[src/rtl/sqrt_pkg.sv]
// Shared types and helpers for the sequential integer square-root unit.
// Optional build macro: SQRT_ROUND_EN (round-to-nearest root output).
package sqrt_pkg;

  typedef enum logic [1:0] {
    IDLE  = 2'd0,
    ALIGN = 2'd1,
    ITER  = 2'd2
  } sqrt_state_t;

  // Edges from the accepting edge to the edge that raises valid_o.
  function automatic int sqrt_latency(input int width);
    return width / 2 + 2;
  endfunction

endpackage

[src/rtl/sqrt_seq_if.sv]
// Request/result bundle between a datapath master and the sqrt_seq unit.
// Optional build macro: SQRT_ROUND_EN (changes only the meaning of root_o).
interface sqrt_seq_if #(
  parameter int WIDTH = 32
);
  import sqrt_pkg::*;

  localparam int RW = WIDTH / 2;

  // Handshake: start_i is taken on a rising edge only while busy_o=0, and a_i
  // is sampled on that same edge. busy_o stays high until the result edge,
  // where valid_o rises and root_o/rem_o hold until the next accepted start.
  // abort_i while busy_o=1 returns to idle without touching valid_o/root_o/rem_o.
  logic          start_i;
  logic          abort_i;
  logic [WIDTH-1:0] a_i;
  logic          busy_o;
  logic          valid_o;
  logic [RW-1:0] root_o;
  logic [RW:0]   rem_o;
  sqrt_state_t   state_dbg;

  modport master (
    output start_i, abort_i, a_i,
    input  busy_o, valid_o, root_o, rem_o, state_dbg
  );

  modport slave (
    input  start_i, abort_i, a_i,
    output busy_o, valid_o, root_o, rem_o, state_dbg
  );

endinterface

[src/rtl/sqrt_step.sv]
// One bit-pair non-restoring iteration: trial-subtract r+d from the partial
// remainder and shift the root/bit registers.
module sqrt_step #(
  parameter int WIDTH = 32
) (
  input  logic [WIDTH-1:0] x,
  input  logic [WIDTH-1:0] r,
  input  logic [WIDTH-1:0] d,
  output logic [WIDTH-1:0] x_next,
  output logic [WIDTH-1:0] r_next,
  output logic [WIDTH-1:0] d_next
);

  logic [WIDTH-1:0] trial;

  // r and d never share set bits here, so this sum cannot carry out.
  assign trial = r + d;

  always_comb begin
    x_next = x;
    r_next = r >> 1;
    d_next = d >> 2;
    if (x >= trial) begin
      x_next = x - trial;
      r_next = (r >> 1) + d;
    end
  end

endmodule

[src/rtl/sqrt_seq.sv]
// Multi-cycle floor(sqrt(a)) with remainder, fixed latency of WIDTH/2+2 edges.
// Optional build macro: SQRT_ROUND_EN (root_o rounds to nearest, saturating).
module sqrt_seq
  import sqrt_pkg::*;
#(
  parameter int WIDTH = 32
) (
  input logic      clk_i,
  input logic      rst_i,
  sqrt_seq_if.slave bus
);

  localparam int RW = WIDTH / 2;
  localparam logic [WIDTH-1:0] D_INIT = {2'b01, {(WIDTH - 2){1'b0}}};

  generate
    if ((WIDTH % 2) != 0 || WIDTH < 4) begin : g_bad_width
      $error("sqrt_seq: WIDTH must be even and >= 4");
    end
  endgenerate

  sqrt_state_t state, state_n;
  logic [WIDTH-1:0] x, x_n, r, r_n, d, d_n;
  logic [WIDTH-1:0] x_step, r_step, d_step;
  logic             valid, valid_n;
  logic [RW-1:0]    root, root_n, root_fin;
  logic [RW:0]      rem, rem_n;

  sqrt_step #(.WIDTH(WIDTH)) u_step (
    .x      (x),
    .r      (r),
    .d      (d),
    .x_next (x_step),
    .r_next (r_step),
    .d_next (d_step)
  );

`ifdef SQRT_ROUND_EN
  // rem > root means a >= root^2 + root + 1, i.e. sqrt(a) is past the midpoint.
  always_comb begin
    root_fin = r[RW-1:0];
    if (x > r && r[RW-1:0] != {RW{1'b1}}) root_fin = r[RW-1:0] + RW'(1);
  end
`else
  assign root_fin = r[RW-1:0];
`endif

  always_comb begin
    state_n = state;
    x_n     = x;
    r_n     = r;
    d_n     = d;
    valid_n = valid;
    root_n  = root;
    rem_n   = rem;
    case (state)
      IDLE: begin
        if (bus.start_i) begin
          x_n     = bus.a_i;
          r_n     = '0;
          d_n     = D_INIT;
          valid_n = 1'b0;
          state_n = ALIGN;
        end
      end
      ALIGN: begin
        // Leading zero bit-pairs are skipped here; each skip replaces an
        // iteration step, which keeps the total latency data-independent.
        if (bus.abort_i)            state_n = IDLE;
        else if (d != '0 && d > x)  d_n = d >> 2;
        else                        state_n = ITER;
      end
      ITER: begin
        if (bus.abort_i) begin
          state_n = IDLE;
        end else if (d != '0) begin
          x_n = x_step;
          r_n = r_step;
          d_n = d_step;
        end else begin
          root_n  = root_fin;
          rem_n   = x[RW:0];
          valid_n = 1'b1;
          state_n = IDLE;
        end
      end
      default: state_n = IDLE;
    endcase
  end

  always_ff @(posedge clk_i) begin
    if (rst_i) begin
      state <= IDLE;
      x     <= '0;
      r     <= '0;
      d     <= '0;
      valid <= 1'b0;
      root  <= '0;
      rem   <= '0;
    end else begin
      state <= state_n;
      x     <= x_n;
      r     <= r_n;
      d     <= d_n;
      valid <= valid_n;
      root  <= root_n;
      rem   <= rem_n;
    end
  end

  assign bus.busy_o    = (state != IDLE);
  assign bus.valid_o   = valid;
  assign bus.root_o    = root;
  assign bus.rem_o     = rem;
  assign bus.state_dbg = state;

endmodule

[src/flat_wrapper.sv]
// flat-port wrapper written by rule: the top's interface ports become plain ports
module sqrt_seq_flat import sqrt_pkg::*;
#(
  parameter int WIDTH = 32
)
  (clk_i, rst_i, bus_start_i, bus_abort_i, bus_a_i, bus_busy_o, bus_valid_o, bus_root_o, bus_rem_o, bus_state_dbg);
  sqrt_seq_if #(.WIDTH(WIDTH)) bus_i ();
  input logic clk_i;
  input logic rst_i;
  input wire logic [$bits(bus_i.start_i)-1:0] bus_start_i;
  input wire logic [$bits(bus_i.abort_i)-1:0] bus_abort_i;
  input wire logic [$bits(bus_i.a_i)-1:0] bus_a_i;
  output wire logic [$bits(bus_i.busy_o)-1:0] bus_busy_o;
  output wire logic [$bits(bus_i.valid_o)-1:0] bus_valid_o;
  output wire logic [$bits(bus_i.root_o)-1:0] bus_root_o;
  output wire logic [$bits(bus_i.rem_o)-1:0] bus_rem_o;
  output wire logic [$bits(bus_i.state_dbg)-1:0] bus_state_dbg;
  assign bus_i.start_i = bus_start_i;
  assign bus_i.abort_i = bus_abort_i;
  assign bus_i.a_i = bus_a_i;
  assign bus_busy_o = bus_i.busy_o;
  assign bus_valid_o = bus_i.valid_o;
  assign bus_root_o = bus_i.root_o;
  assign bus_rem_o = bus_i.rem_o;
  assign bus_state_dbg = bus_i.state_dbg;
  sqrt_seq #(.WIDTH(WIDTH)) u_core (.clk_i(clk_i), .rst_i(rst_i), .bus(bus_i));
endmodule
[config.mk]
export PLATFORM = sky130hd
export DESIGN_NAME = sqrt_seq_flat
export DESIGN_NICKNAME = d
export VERILOG_FILES = /design/src/rtl/sqrt_pkg.sv /design/src/rtl/sqrt_seq_if.sv /design/src/rtl/sqrt_step.sv /design/src/rtl/sqrt_seq.sv /design/src/flat_wrapper.sv
export SDC_FILE = /design/constraint.sdc
export NUM_CORES = 1
export LEC_CHECK = 0
export BUFFER_PORTS_ARGS = -buffer_cell sky130_fd_sc_hd__buf_2
export CAP_MARGIN = 20
export CELL_PAD_IN_SITES_DETAIL_PLACEMENT = 0
export CELL_PAD_IN_SITES_GLOBAL_PLACEMENT = 1
export CORE_MARGIN = 5
export CORE_UTILIZATION = 35
export DETAILED_ROUTE_END_ITERATION = 7
export PLACE_DENSITY = 0.76
export SLEW_MARGIN = 40
export SYNTH_ARGS = -nofsm -noshare
export SYNTH_HDL_FRONTEND = slang
export SYNTH_SLANG_ARGS = --single-unit
[constraint.sdc]
create_clock -name clk_i -period 6.3 [get_ports clk_i]
set_input_delay 0.63 -clock clk_i [delete_from_list [all_inputs] [get_ports clk_i]]
set_output_delay 0.63 -clock clk_i [all_outputs]
set_load 0.1 [all_outputs]
* Yosys cells after proc, flatten, opt, wreduce, memory -nomap -nowiden
Index checks and enable logic that the tools add are counted.
Widths: inputs -> output; s select.
** Operators by class
- Add/sub/neg operators :: 3
- $lt $le $gt $ge :: 2
- Equality and inequality tests :: 11
- Mux-type cells :: 26
- Bitwise operators :: 2
- Reductions and logical operators :: 12
** Operators by type and width (count)
- $mux 32 :: 13
- $pmux 32 s2 :: 2
- $pmux 32 s3 :: 1
- $add 31x32->32 :: 1
- $add 32x32->32 :: 1
- $ge 32x32->1 :: 1
- $gt 32x32->1 :: 1
- $reduce_bool 32->1 :: 1
- $sub 32x32->32 :: 1
- $mux 2 :: 5
- $ne 2x2->1 const B :: 5
- $reduce_and 4->1 :: 2
- $ne 3x3->1 const B :: 2
- $pmux 2 s3 :: 1
- $reduce_and 3->1 :: 2
- $reduce_and 6->1 :: 1
- $reduce_and 5->1 :: 1
- $ne 2x1->1 const B :: 2
- $reduce_bool 2->1 :: 2
- $mux 1 :: 3
- $reduce_bool 3->1 :: 1
- $eq 2x1->1 const B :: 1
- $eq 2x2->1 const B :: 1
- $logic_not 2->1 :: 1
- 3 further kinds :: 4
** Word-level totals
- Bits in registers :: 132
- Output and inout port bits :: 37
- Word-level logic and storage cells :: 63

* Longest topological paths before layout
- Word-level depth :: 6
- Gate-level depth with buffers :: 21
- Gate-level depth less buffers :: 20

* By module
A second synthesis with hierarchy kept.
** Second synthesis, totals
- Cell total of the unflattened synthesis :: 1655
- Area, all modules :: 12767.2 um^2
** Modules (own cells, without submodules)
- sqrt_seq :: instances 1, cells each 732, area an instance 6556.3 um^2, seq. area each 2642.5 um^2
- sqrt_step :: instances 1, cells each 923, area an instance 6211.0 um^2, seq. area each 0.0 um^2

* Worst setup path before layout
No wires, ideal clock.
- Kind :: reg2reg
- From :: register u_core.d[0]
- To :: register u_core.x[18]
- Setup time :: 0.068 ns
- Arrival time :: 4.603 ns
- Path slack :: 1.629 ns
- Stages on the path, launching flop included :: 21
- Buffers on the path :: 2
- Cells stage by stage :: dfxtp_1 > ha_1 > ha_1 > a21oi_1 > o21ai_1 > a311o_1 > a2111oi_2 > nor2_1 > a311oi_1 > nor2b_1 > xnor2_1 > ha_1 > clkbuf_1 > and4_1 > nand3_1 > nor4_1 > a211oi_4 > a21boi_4 > buf_6 > o211ai_2 > a21oi_2
** Between the ends
- Longest elaborated chain between the ends :: 6
** Ends and longest elaborated chain
- start: declaration :: line sqrt_seq.sv:23 : logic [WIDTH-1:0] x, x_n, r, r_n, d, d_n;
- start signal: assignment :: line sqrt_seq.sv:104 : d <= d_n;
- $add 32x32->32 :: line sqrt_step.sv:17 : assign trial = r + d;
- $sub 32x32->32 :: line sqrt_step.sv:24 : x_next = x - trial;
- $mux 32 :: line sqrt_step.sv:23 : if (x >= trial) begin
- $mux 32 :: line sqrt_seq.sv:76 : end else if (d != '0) begin
- $mux 32 :: line sqrt_seq.sv:74 : if (bus.abort_i) begin
- $pmux 32 s2 :: line sqrt_seq.sv:56 : case (state)
- end signal: assignment :: line sqrt_seq.sv:102 : x <= x_n;
- end: declaration :: line sqrt_seq.sv:23
Several ways; a longest one is shown, not always the timed one. The select of a mux whose other input is x is not followed.
A chain may end at the register's enable or synchronous reset.

* Final worst setup path
- From :: register u_core.d[0]
- To :: register u_core.x[12]
Same word-level chain as after synthesis.

==> reports/results.ini <==
[status]
status=completed

[min_path]
min_path_type=reg -> reg
hold_path_depth=2

[layout]
area_delta_synth_final_pct=13.7
final_nets=1318
drive_gt1_share_pct=14.7
fin_area_um2=10100
antenna_cells=0
final_util_pct=40.2

[logic_synthesis]
synth_cells=1151
ys_seq_area_share_pct=26.2
synthesis.nets=1274
ys_ff_latch=116
syn-mean-instance-area_um2=7.71
yosys_warnings=0
ys.flop_type=dfxtp_1
async_flop_share_pct=0
synth-edff-count=0
syn_area_um2=8880
ys_types=76

[sta]
worstMarginPinSlew_ps=805
setup_viol=0
setup_tns_ps=0
skew_ps=17.4
rsz0062_at_grt=false
max_slew_margin_pct=46.0
post-route-period-util_pct=87.4
fmax_mhz=182
drv_slew=0
min_period_ps=5500
hold_viol=0

[pwr]
ir_drop_uv=196
p_leak_uw=0.00389
powerDensity_nw_per_um2=286

[critical_path]
crit_type=reg -> reg
end_kind=flip-flop
cp_max_fo=30
cp_data_required_time_ps=6630
crit_path_cell_trace=ha_1 -> ha_1 -> a21oi_1 -> o21ai_1 -> a311o_1 -> a2111oi_2 -> nor2_1 -> a311oi_1 -> nor2b_1 -> xnor2_1 -> ha_1 -> and4_1 -> nand3_1 -> nor4_1 -> a211oi_4 -> buf_4 -> a21boi_4 -> buf_12 -> nor2_1 -> a311oi_1
startpoint_type=flip-flop
crit_top_cell=ha_1
cpPeakStageDelay_ps=490
critPathSlowestCell=nor4_1
reg2reg_depth=20
critPathArrivalTime_ps=5840

[die]
fp.dieH_um=169
die_w_um=169
dieArea_um2=28700
coreArea_um2=25100
ioPinCount=73
rows=58
start_util_pct=35.4

[clocking]
numCtsBuffers=17
tritoncts=yes
cts_setup_buffers=0
root_buffer=clkbuf_16
h-tree-depth=4
clkTransAtPathRegs_ps=60
cts.path.max_buffers=2
clk_latency_ps=430
clock-sinks=116
ctsHoldBuffers=0
cts_resized=0

[route]
vias=8362
ant_nets=0
wl_per_cell_um=17.2
viasPerCell=5.44
drt_pass1_iterations=6
drcViolationCount=0
totalWireLength_um=26400
initialDrtViolationCount=615

[global_route]
overflow=0
grt_pass1_vias=7947
grt_max_degree=59
grt_use_total_pct=18.6
antenna_found_initial=0
grt_pass1_wl_um=43100

[placed_design]
dp_hpwl_um=19800
placed_area_um2=9520
gp_congestion=0.888
io_buffers=72

[flow_run]
max_cap_viol_count=0

-- flip-flops by register name (all words and copies together) (netlist names) --
register              flops
u_core.x                 32
u_core.bus.valid_o        1
u_core.bus.rem_o         17
u_core.bus.root_o        16
u_core.d                 16
u_core.r                 32
u_core.bus.state_dbg      2
-- cell families after synthesis --
kind of cell	after synthesis	synth area share [%]
AND/OR/NAND/NOR	397	20.2
AO/OA/AOI/OAI	357	27.0
flip-flops	116	26.2
buffers and inverters	96	4.45
adder cells (fa/ha/maj)	87	12.3
XOR/XNOR	81	7.99
multiplexers	17	1.93
-- layout by cell type (no fill, tap or decap), types with 37 or more instances in the layout --
cell type and count:
inv_1 37, buf_2 71, nand2_1 185, o21ai_0 79, ha_1 85, a21oi_1 102, nor2_1 89, xor2_1 40
dfxtp_1 116, xnor2_1 41
-- final timing paths --
check | from | to | slack [ps]
hold reg to reg | u_core.bus.rem_o[4] | u_core.bus.rem_o[4] | 450
setup reg to reg | u_core.d[0] | u_core.x[12] | 800
hold / removal | u_core.bus.rem_o[4] | u_core.bus.rem_o[4] | 450
setup / recovery | u_core.d[0] | u_core.x[12] | 800
-- through the flow --
stage                     instances  hold WS, ps  power, uW  worst slack, ps
after floorplan                1151          449       1650             1630
after global routing           1538          475       3060              154
after detailed placement       1506          444       1920              786
after global placement         1506          443       1920              952
after CTS                      1538          453       2900              784
final                          1538          451       2890              797
-- metal layers --
metal	global-route usage (%)	wire (um)
met5	0	0
met4	5.29	434
met3	3.19	1270
met2	29.4	11900
met1	26.0	12800
-- synthesized netlist by cell type (all sizes together) (8+ instances only) --
master	n	area, um2
xnor2	41	359
ha	86	1080
xor2	40	350
o21bai	12	90.1
nor3	34	170
o21ai	85	433
mux2i	16	160
nand2b	8	50.1
inv	38	143
a31o	20	175
nor2	92	350
nand4	13	81.3
nor2b	15	93.8
a21oi	106	542
a31oi	33	221
nand2	185	694
a211oi	26	273
dfxtp	116	2320
buf	14	87.6
clkbuf	44	165
a21o	13	97.6
nand3	13	70.1
-- layout make-up --
type                    instances  area, um2
fillers                      2583      15000
multi-input cells             939       6180
well taps                     330        413
clock buffers                  20        467
flip-flops and latches        116       2320
inverters                      38        143
repair buffers                 83        458
clock inverters                12        116
-- power breakdown --
part / leakage, uW / internal (uW) / switching [uW]
clock: 0.000284 / 580 / 394
sequential: 0.000942 / 777 / 67.4
combinational: 0.00266 / 404 / 670
-- worst max-delay path, delay by kind of cell, from the launching register on --
family                     cells  cell delay (ps)
DFF                            1              350
AOI/OAI and AO/OA              8             2310
and+or+nand+nor                6             1210
adders and majority gates      3              860
xor gates and xnor gates       1              160
buffers and inverters          2              500
No activity file was read; power rests on OpenSTA's default activity.
